$ cat src/rtl/serial_config_loader_if.sv
// Serial configuration loader bus: serial in/out, frame enable and the committed word.
interface serial_config_loader_if #(
   parameter int unsigned WIDTH = 8
);
   logic             SDI;
   logic             SEN;
   logic             SDO;
   logic [WIDTH-1:0] DOUT;
   logic             VALID;
   logic             ERR;

   // Driver side: supplies the serial stream and observes the loader.
   modport master (
      output SDI,
      output SEN,
      input  SDO,
      input  DOUT,
      input  VALID,
      input  ERR
   );

   // Loader side.
   modport slave (
      input  SDI,
      input  SEN,
      output SDO,
      output DOUT,
      output VALID,
      output ERR
   );
endinterface

$ cat src/rtl/serial_config_loader.sv
// Serial-in/parallel-out configuration loader. Shifts a word in MSB-first while SEN is
// high and commits it to DOUT only if the frame held exactly WIDTH bits; otherwise ERR
// pulses and DOUT keeps its old value. SDO is the shadow MSB for daisy-chaining.
module serial_config_loader #(
   parameter int unsigned           WIDTH       = 8,
   parameter logic [WIDTH-1:0]      RESET_VALUE = '0
) (
   input logic                      CLK,
   input logic                      RESET,
   serial_config_loader_if.slave    bus
);

   localparam int unsigned CW = $clog2(WIDTH + 2);
   localparam logic [CW-1:0] CNT_FULL = CW'(WIDTH);
   localparam logic [CW-1:0] CNT_MAX  = CW'(WIDTH + 1);

   typedef enum logic [1:0] {
      StIdle,
      StShift,
      StDone
   } state_t;

   state_t           state_q, state_d;
   logic [WIDTH-1:0] shadow_q, shadow_d;
   logic [CW-1:0]    count_q, count_d;
   logic [WIDTH-1:0] dout_q, dout_d;
   logic             valid_q, valid_d;
   logic             err_q, err_d;

   // State register; reset aborts any frame in flight without a commit or error.
   always_ff @(posedge CLK or negedge RESET) begin
      if (!RESET) begin
         state_q  <= StIdle;
         shadow_q <= '0;
         count_q  <= '0;
         dout_q   <= RESET_VALUE;
         valid_q  <= 1'b0;
         err_q    <= 1'b0;
      end else begin
         state_q  <= state_d;
         shadow_q <= shadow_d;
         count_q  <= count_d;
         dout_q   <= dout_d;
         valid_q  <= valid_d;
         err_q    <= err_d;
      end
   end

   // Next-state: shift while SEN is high, judge the frame length on the first SEN-low edge.
   always_comb begin
      state_d  = state_q;
      shadow_d = shadow_q;
      count_d  = count_q;
      dout_d   = dout_q;
      valid_d  = 1'b0;
      err_d    = 1'b0;
      unique case (state_q)
         StIdle, StDone: begin
            if (bus.SEN) begin
               shadow_d = {shadow_q[WIDTH-2:0], bus.SDI};
               count_d  = CW'(1);
               state_d  = StShift;
            end else begin
               state_d  = StIdle;
            end
         end
         StShift: begin
            if (bus.SEN) begin
               // Overrun bits keep shifting so the shadow holds the last WIDTH bits.
               shadow_d = {shadow_q[WIDTH-2:0], bus.SDI};
               count_d  = (count_q == CNT_MAX) ? CNT_MAX : count_q + CW'(1);
            end else begin
               if (count_q == CNT_FULL) begin
                  dout_d  = shadow_q;
                  valid_d = 1'b1;
               end else begin
                  err_d   = 1'b1;
               end
               state_d = StDone;
            end
         end
         default: state_d = StIdle;
      endcase
   end

   assign bus.SDO   = shadow_q[WIDTH-1];
   assign bus.DOUT  = dout_q;
   assign bus.VALID = valid_q;
   assign bus.ERR   = err_q;

endmodule

$ cat src/flat_wrapper.sv
// flat-port wrapper written by rule: the top's interface ports become plain ports
module serial_config_loader_flat 
#(
   parameter int unsigned           WIDTH       = 8,
   parameter logic [WIDTH-1:0]      RESET_VALUE = '0
)
  (CLK, RESET, bus_SDI, bus_SEN, bus_SDO, bus_DOUT, bus_VALID, bus_ERR);
  serial_config_loader_if #(.WIDTH(WIDTH)) bus_i ();
  input logic CLK;
  input logic RESET;
  input wire logic [$bits(bus_i.SDI)-1:0] bus_SDI;
  input wire logic [$bits(bus_i.SEN)-1:0] bus_SEN;
  output wire logic [$bits(bus_i.SDO)-1:0] bus_SDO;
  output wire logic [$bits(bus_i.DOUT)-1:0] bus_DOUT;
  output wire logic [$bits(bus_i.VALID)-1:0] bus_VALID;
  output wire logic [$bits(bus_i.ERR)-1:0] bus_ERR;
  assign bus_i.SDI = bus_SDI;
  assign bus_i.SEN = bus_SEN;
  assign bus_SDO = bus_i.SDO;
  assign bus_DOUT = bus_i.DOUT;
  assign bus_VALID = bus_i.VALID;
  assign bus_ERR = bus_i.ERR;
  serial_config_loader #(.WIDTH(WIDTH), .RESET_VALUE(RESET_VALUE)) u_core (.CLK(CLK), .RESET(RESET), .bus(bus_i));
endmodule
$ cat config.mk
export PLATFORM = sky130hd
export DESIGN_NAME = serial_config_loader_flat
export DESIGN_NICKNAME = d
export VERILOG_FILES = /design/src/rtl/serial_config_loader_if.sv /design/src/rtl/serial_config_loader.sv /design/src/flat_wrapper.sv
export SDC_FILE = /design/constraint.sdc
export NUM_CORES = 1
export LEC_CHECK = 0
export BUFFER_PORTS_ARGS = -buffer_cell sky130_fd_sc_hd__buf_2
export CORE_UTILIZATION = 50
export CTS_CLUSTER_DIAMETER = 150
export DETAILED_ROUTE_END_ITERATION = 10
export PLACE_DENSITY_LB_ADDON = 0.15
export SYNTH_ARGS = -nofsm -noshare
export SYNTH_HDL_FRONTEND = slang
export SYNTH_SLANG_ARGS = --single-unit
$ cat constraint.sdc
create_clock -name CLK -period 2.14 [get_ports CLK]
set_input_delay 0.321 -clock CLK [delete_from_list [all_inputs] [get_ports CLK]]
set_output_delay 0.321 -clock CLK [all_outputs]
set_load 0.01 [all_outputs]
* Word-level counts from Yosys, hierarchy flattened
Cells that the tools add are included.
** Operators by class
- Add/sub/neg operators :: 1
- Muxes and demuxes :: 13
- Reduce and logical (&&, ||, !) cells :: 7
- Eq/ne operators :: 7
- Bitwise operators :: 1
** Operators with widths (number)
- $mux 4 :: 3
- $eq 4x4->1 const B :: 2
- $pmux 4 s2 :: 1
- $mux 1 :: 7
- $ne 2x2->1 const B :: 3
- $reduce_and 3->1 :: 2
- $add 4x1->4 const B :: 1
- $pmux 2 s2 :: 1
- $reduce_or 3->1 :: 1
- $eq 2x1->1 const B :: 1
- $eq 2x2->1 const B :: 1
- $logic_not 2->1 :: 1
- $mux 2 :: 1
- $reduce_and 2->1 :: 1
- $reduce_bool 2->1 :: 1
- $reduce_or 2->1 :: 1
- $not 1->1 :: 1
** Storage, ports and cells
- Output and inout bits :: 11
- Input bits :: 4
- Register bits after elaboration :: 24
- Word-level logic and storage cells :: 35

* Logic depth before layout (Yosys ltp)
- Word-level depth :: 4
- Gate-level depth with buffers :: 3
- Depth with buffers taken out :: 3

* Least setup slack after synthesis
OpenSTA, ideal clock, no wires.
- Path kind :: reg2reg
- Start :: register u_core.count_q[0]
- End :: register u_core.dout_q[7], in the netlist u_core.bus.DOUT[7]
- Buffers on the path :: 0
- Period minus slack after synthesis :: 1339 ps
- Data arrival time :: 1214 ps
- Cell stages (with the launch flop) :: 4
- Slack :: 801 ps
- Library setup time :: 125 ps
- Cells stage by stage :: dfrtp_1 > nor4b_4 > nand2_4 > mux2_4
** On the way
- Cells in the longest elaborated chain, start to end :: 2
** Ends and longest elaborated chain
- start, declared :: RTL line serial_config_loader.sv:25 : logic [CW-1:0] count_q, count_d;
- start signal, assigned :: RTL line serial_config_loader.sv:42 : count_q <= count_d;
- $eq 4x4->1 :: RTL line serial_config_loader.sv:73 : if (count_q == CNT_FULL) begin
- $reduce_and 3->1 (no line)
- end signal, assigned :: RTL line serial_config_loader.sv:43 : dout_q <= dout_d;
- end, declared :: RTL line serial_config_loader.sv:26 : logic [WIDTH-1:0] dout_q, dout_d;
No other way between the ends.
A chain may end at the register's enable or synchronous reset.

* Worst setup path after layout
- Start :: register u_core.count_q[0]
- End :: register u_core.dout_q[2], in the netlist u_core.bus.DOUT[2]
The elaborated chain is that of the path after synthesis.

==> metrics.cfg <==
[outcome]
status=finished clean

[layout]
fin_nets=87
postLayoutCoreUtil_pct=64.03
n_antenna_cell=0
drive_gt1_share_pct=48.78
layout_commonest_cell=dfrtp_1
syn2layout_area_growth_pct=15.83
layout_common_cells=24 x dfrtp_1, 14 x buf_2, 8 x mux2_4, 8 x mux2_2, 3 x clkbuf_4

[logic_synthesis]
synth.avg_cell_area_sq_um=16.06
yosys.area.top_type_share_pct=60.30
synth_top_cell_by_area=dfrtp_1
syn-num-nets=66
synth_cell_type_count=21
netlist_area_sq_um=996.0
synthCells=62
yosysSeqAreaShare_pct=60.30
synthTopCellsByArea=dfrtp_1 60%, mux2_4 12%, mux2_2 9.0%, nor4b_4 2.4%, a311o_1 2.0%
synth_warnings=0
synth_seq_cells=24

[floorplanning]
initial_core_util_pct=55.28
die_h_um=46.63
dieArea_sq_um=2174
core_sq_um=1802
die_w_um=46.63
rows=15
io-pin-count=15

[cts]
cts_tree=built
cts_max_level=1
path_clk_slew_ns=0.12
clkSinkCount=24
cts_setup_buffers=0
ctsRootBufferMaster=clkbuf_4
clockBufferDepth=2
clock_latency_ns=0.30
numCtsBuffers=3

[sta]
finalSetupViolCount=0
hold_violations=0
maxSlewViolCount=0
slew_headroom_pct=65.27
fmax_ghz=0.7042
period_minus_slack_ns=1.420
worst_pin_slew_ns=0.5209
finalSetupTns_ns=0
fin_crit_sh_pct=66.36
clock_skew_ns=0.004450
rsz0062_at_grt=no

[worst_setup_path]
start_kind=flip-flop
arrival_ns=1.62
worstPathRequired_ns=2.34
r2r_start=u_core.count_q[0]
cp-startpoint=u_core.count_q[0]
slowest_delay_ns=0.46
path_cells=nor4b_4, nand2_4, mux2_4
critPathTopFamily=simple AND/OR/NAND/NOR gates
cp_max_fo=9
end_kind=flip-flop
worst-path-buf-inv=0
path_class=flip-flop to flip-flop
crit_path_top_delay_cell=dfrtp_1

[grt]
grt_pass1_wl_um=2145
grt_usage_pct=14.46
grt.overflow.total=0
antenna_found_initial=0
grt_pass1_vias=490
grt_max_degree=25

[routing]
drt-initial-drc-count=4
num_vias=528
via_per_inst=4.935
postRouteAntennaNets=0
drc_errors=0
wirelength_um=1428
dr.pass1.iters=4
drt-wirelength-per-cell_um=13.35

[min_path]
hp-start=bus_SDI
hold_class=input pin to flip-flop

[place]
hpwl_um=967.9
gp_congestion=0.7617
io_buffers=14

[power_and_ir_drop]
ir_worst_vdd_mv=0.4941
leakage_uw=0.0005946
finalPower_uw=1116
p_per_area_nw_per_um2=967.6

[job]
cap_violations=0

[area by class of cell]
cell class | count | area (sq um)
multi-input combinational | 36 | 386.6
fill | 149 | 648.1
clock buffer | 4 | 36.28
tap | 25 | 31.28
inverter | 1 | 3.754
timing repair buffer | 17 | 95.09
sequential | 24 | 600.6
[power by group]
part / switching (uW) / leakage, uW / internal (uW)
sequential: 91.0 / 0.000308 / 557
clock: 128 / 0.0000210 / 104
combinational: 87.2 / 0.000266 / 149
[state kept, by name (all words and copies together), names as in the netlist]
name and flops:
u_core.bus.DOUT 8, u_core.shadow_q 8, u_core.count_q 4, u_core.bus.ERR 1, u_core.state_q 2, u_core.bus.VALID 1
[through the flow]
| step | hold WS (ns) | cell area, sq um | setup slack, ns | instances |
|---|---|---|---|---|
| floorplan | 0.02541 | 996.0 | 0.8014 | 62 |
| global placement | 0.3261 | 1107 | 0.7349 | 102 |
| detailed placement | 0.3281 | 1107 | 0.7279 | 102 |
| CTS | 0.2367 | 1154 | 0.7116 | 107 |
| global route | 0.2256 | 1154 | 0.6305 | 107 |
| finish | 0.2425 | 1154 | 0.7200 | 107 |
[path summary, 6_finish.rpt]
check                                endpoint  slack, ns  cells past startpoint
setup / recovery           u_core.bus.DOUT[2]       0.72                      3
hold / removal             u_core.shadow_q[0]       0.24                      2
min in group asynchronous      u_core.bus.ERR       0.52                      2
setup reg to reg           u_core.bus.DOUT[2]       0.72                      3
max in group asynchronous   u_core.count_q[1]       1.27                      2
hold reg to reg            u_core.bus.DOUT[7]       0.53                      1
[layer usage]
| metal | up-vias | wire, um | GRT usage [%] |
|---|---|---|---|
| met5 | - | 0 | 0 |
| met4 | 0 | 14 | 6.857 |
| met3 | 2 | 54 | 3.529 |
| met2 | 13 | 618 | 22.50 |
| met1 | 251 | 740 | 18.80 |
| li1 | 262 | - | - |
[logic make-up after synthesis]
family,count (synthesis),synth area share [%]
DFF,24,60.30
muxes,17,22.11
and+or+nand+nor,13,11.56
AOI/OAI and AO/OA,6,5.151
buffers and inverters,2,0.8786
[worst reg2reg max path, cell delays in order, from the launching register on]
cell and delay [ns]:
dfrtp_1 0.46, nor4b_4 0.36, nand2_4 0.18, mux2_4 0.33
[Yosys cell counts]
library cell	instances
a211o_1	1
a21boi_0	2
a311o_1	2
and2b_2	1
buf_2	1
dfrtp_1	24
inv_1	1
mux2_2	8
mux2_4	8
mux2i_1	1
nand2_1	1
nand2_4	1
nand2b_1	1
nand3b_1	1
nand4b_1	1
nor2_1	1
nor2b_1	2
nor3_1	2
nor3b_4	1
nor4b_4	1
o21a_1	1
[timing repair]
| action | CTS | global route |
|---|---|---|
| setup endpoints to repair | 0 | 0 |
| hold buffers | 1 | 0 |
| endpoints found under the hold margin | 24 | 0 |
| resized for setup | 0 | 0 |
No activity file was read; power rests on OpenSTA's default activity.
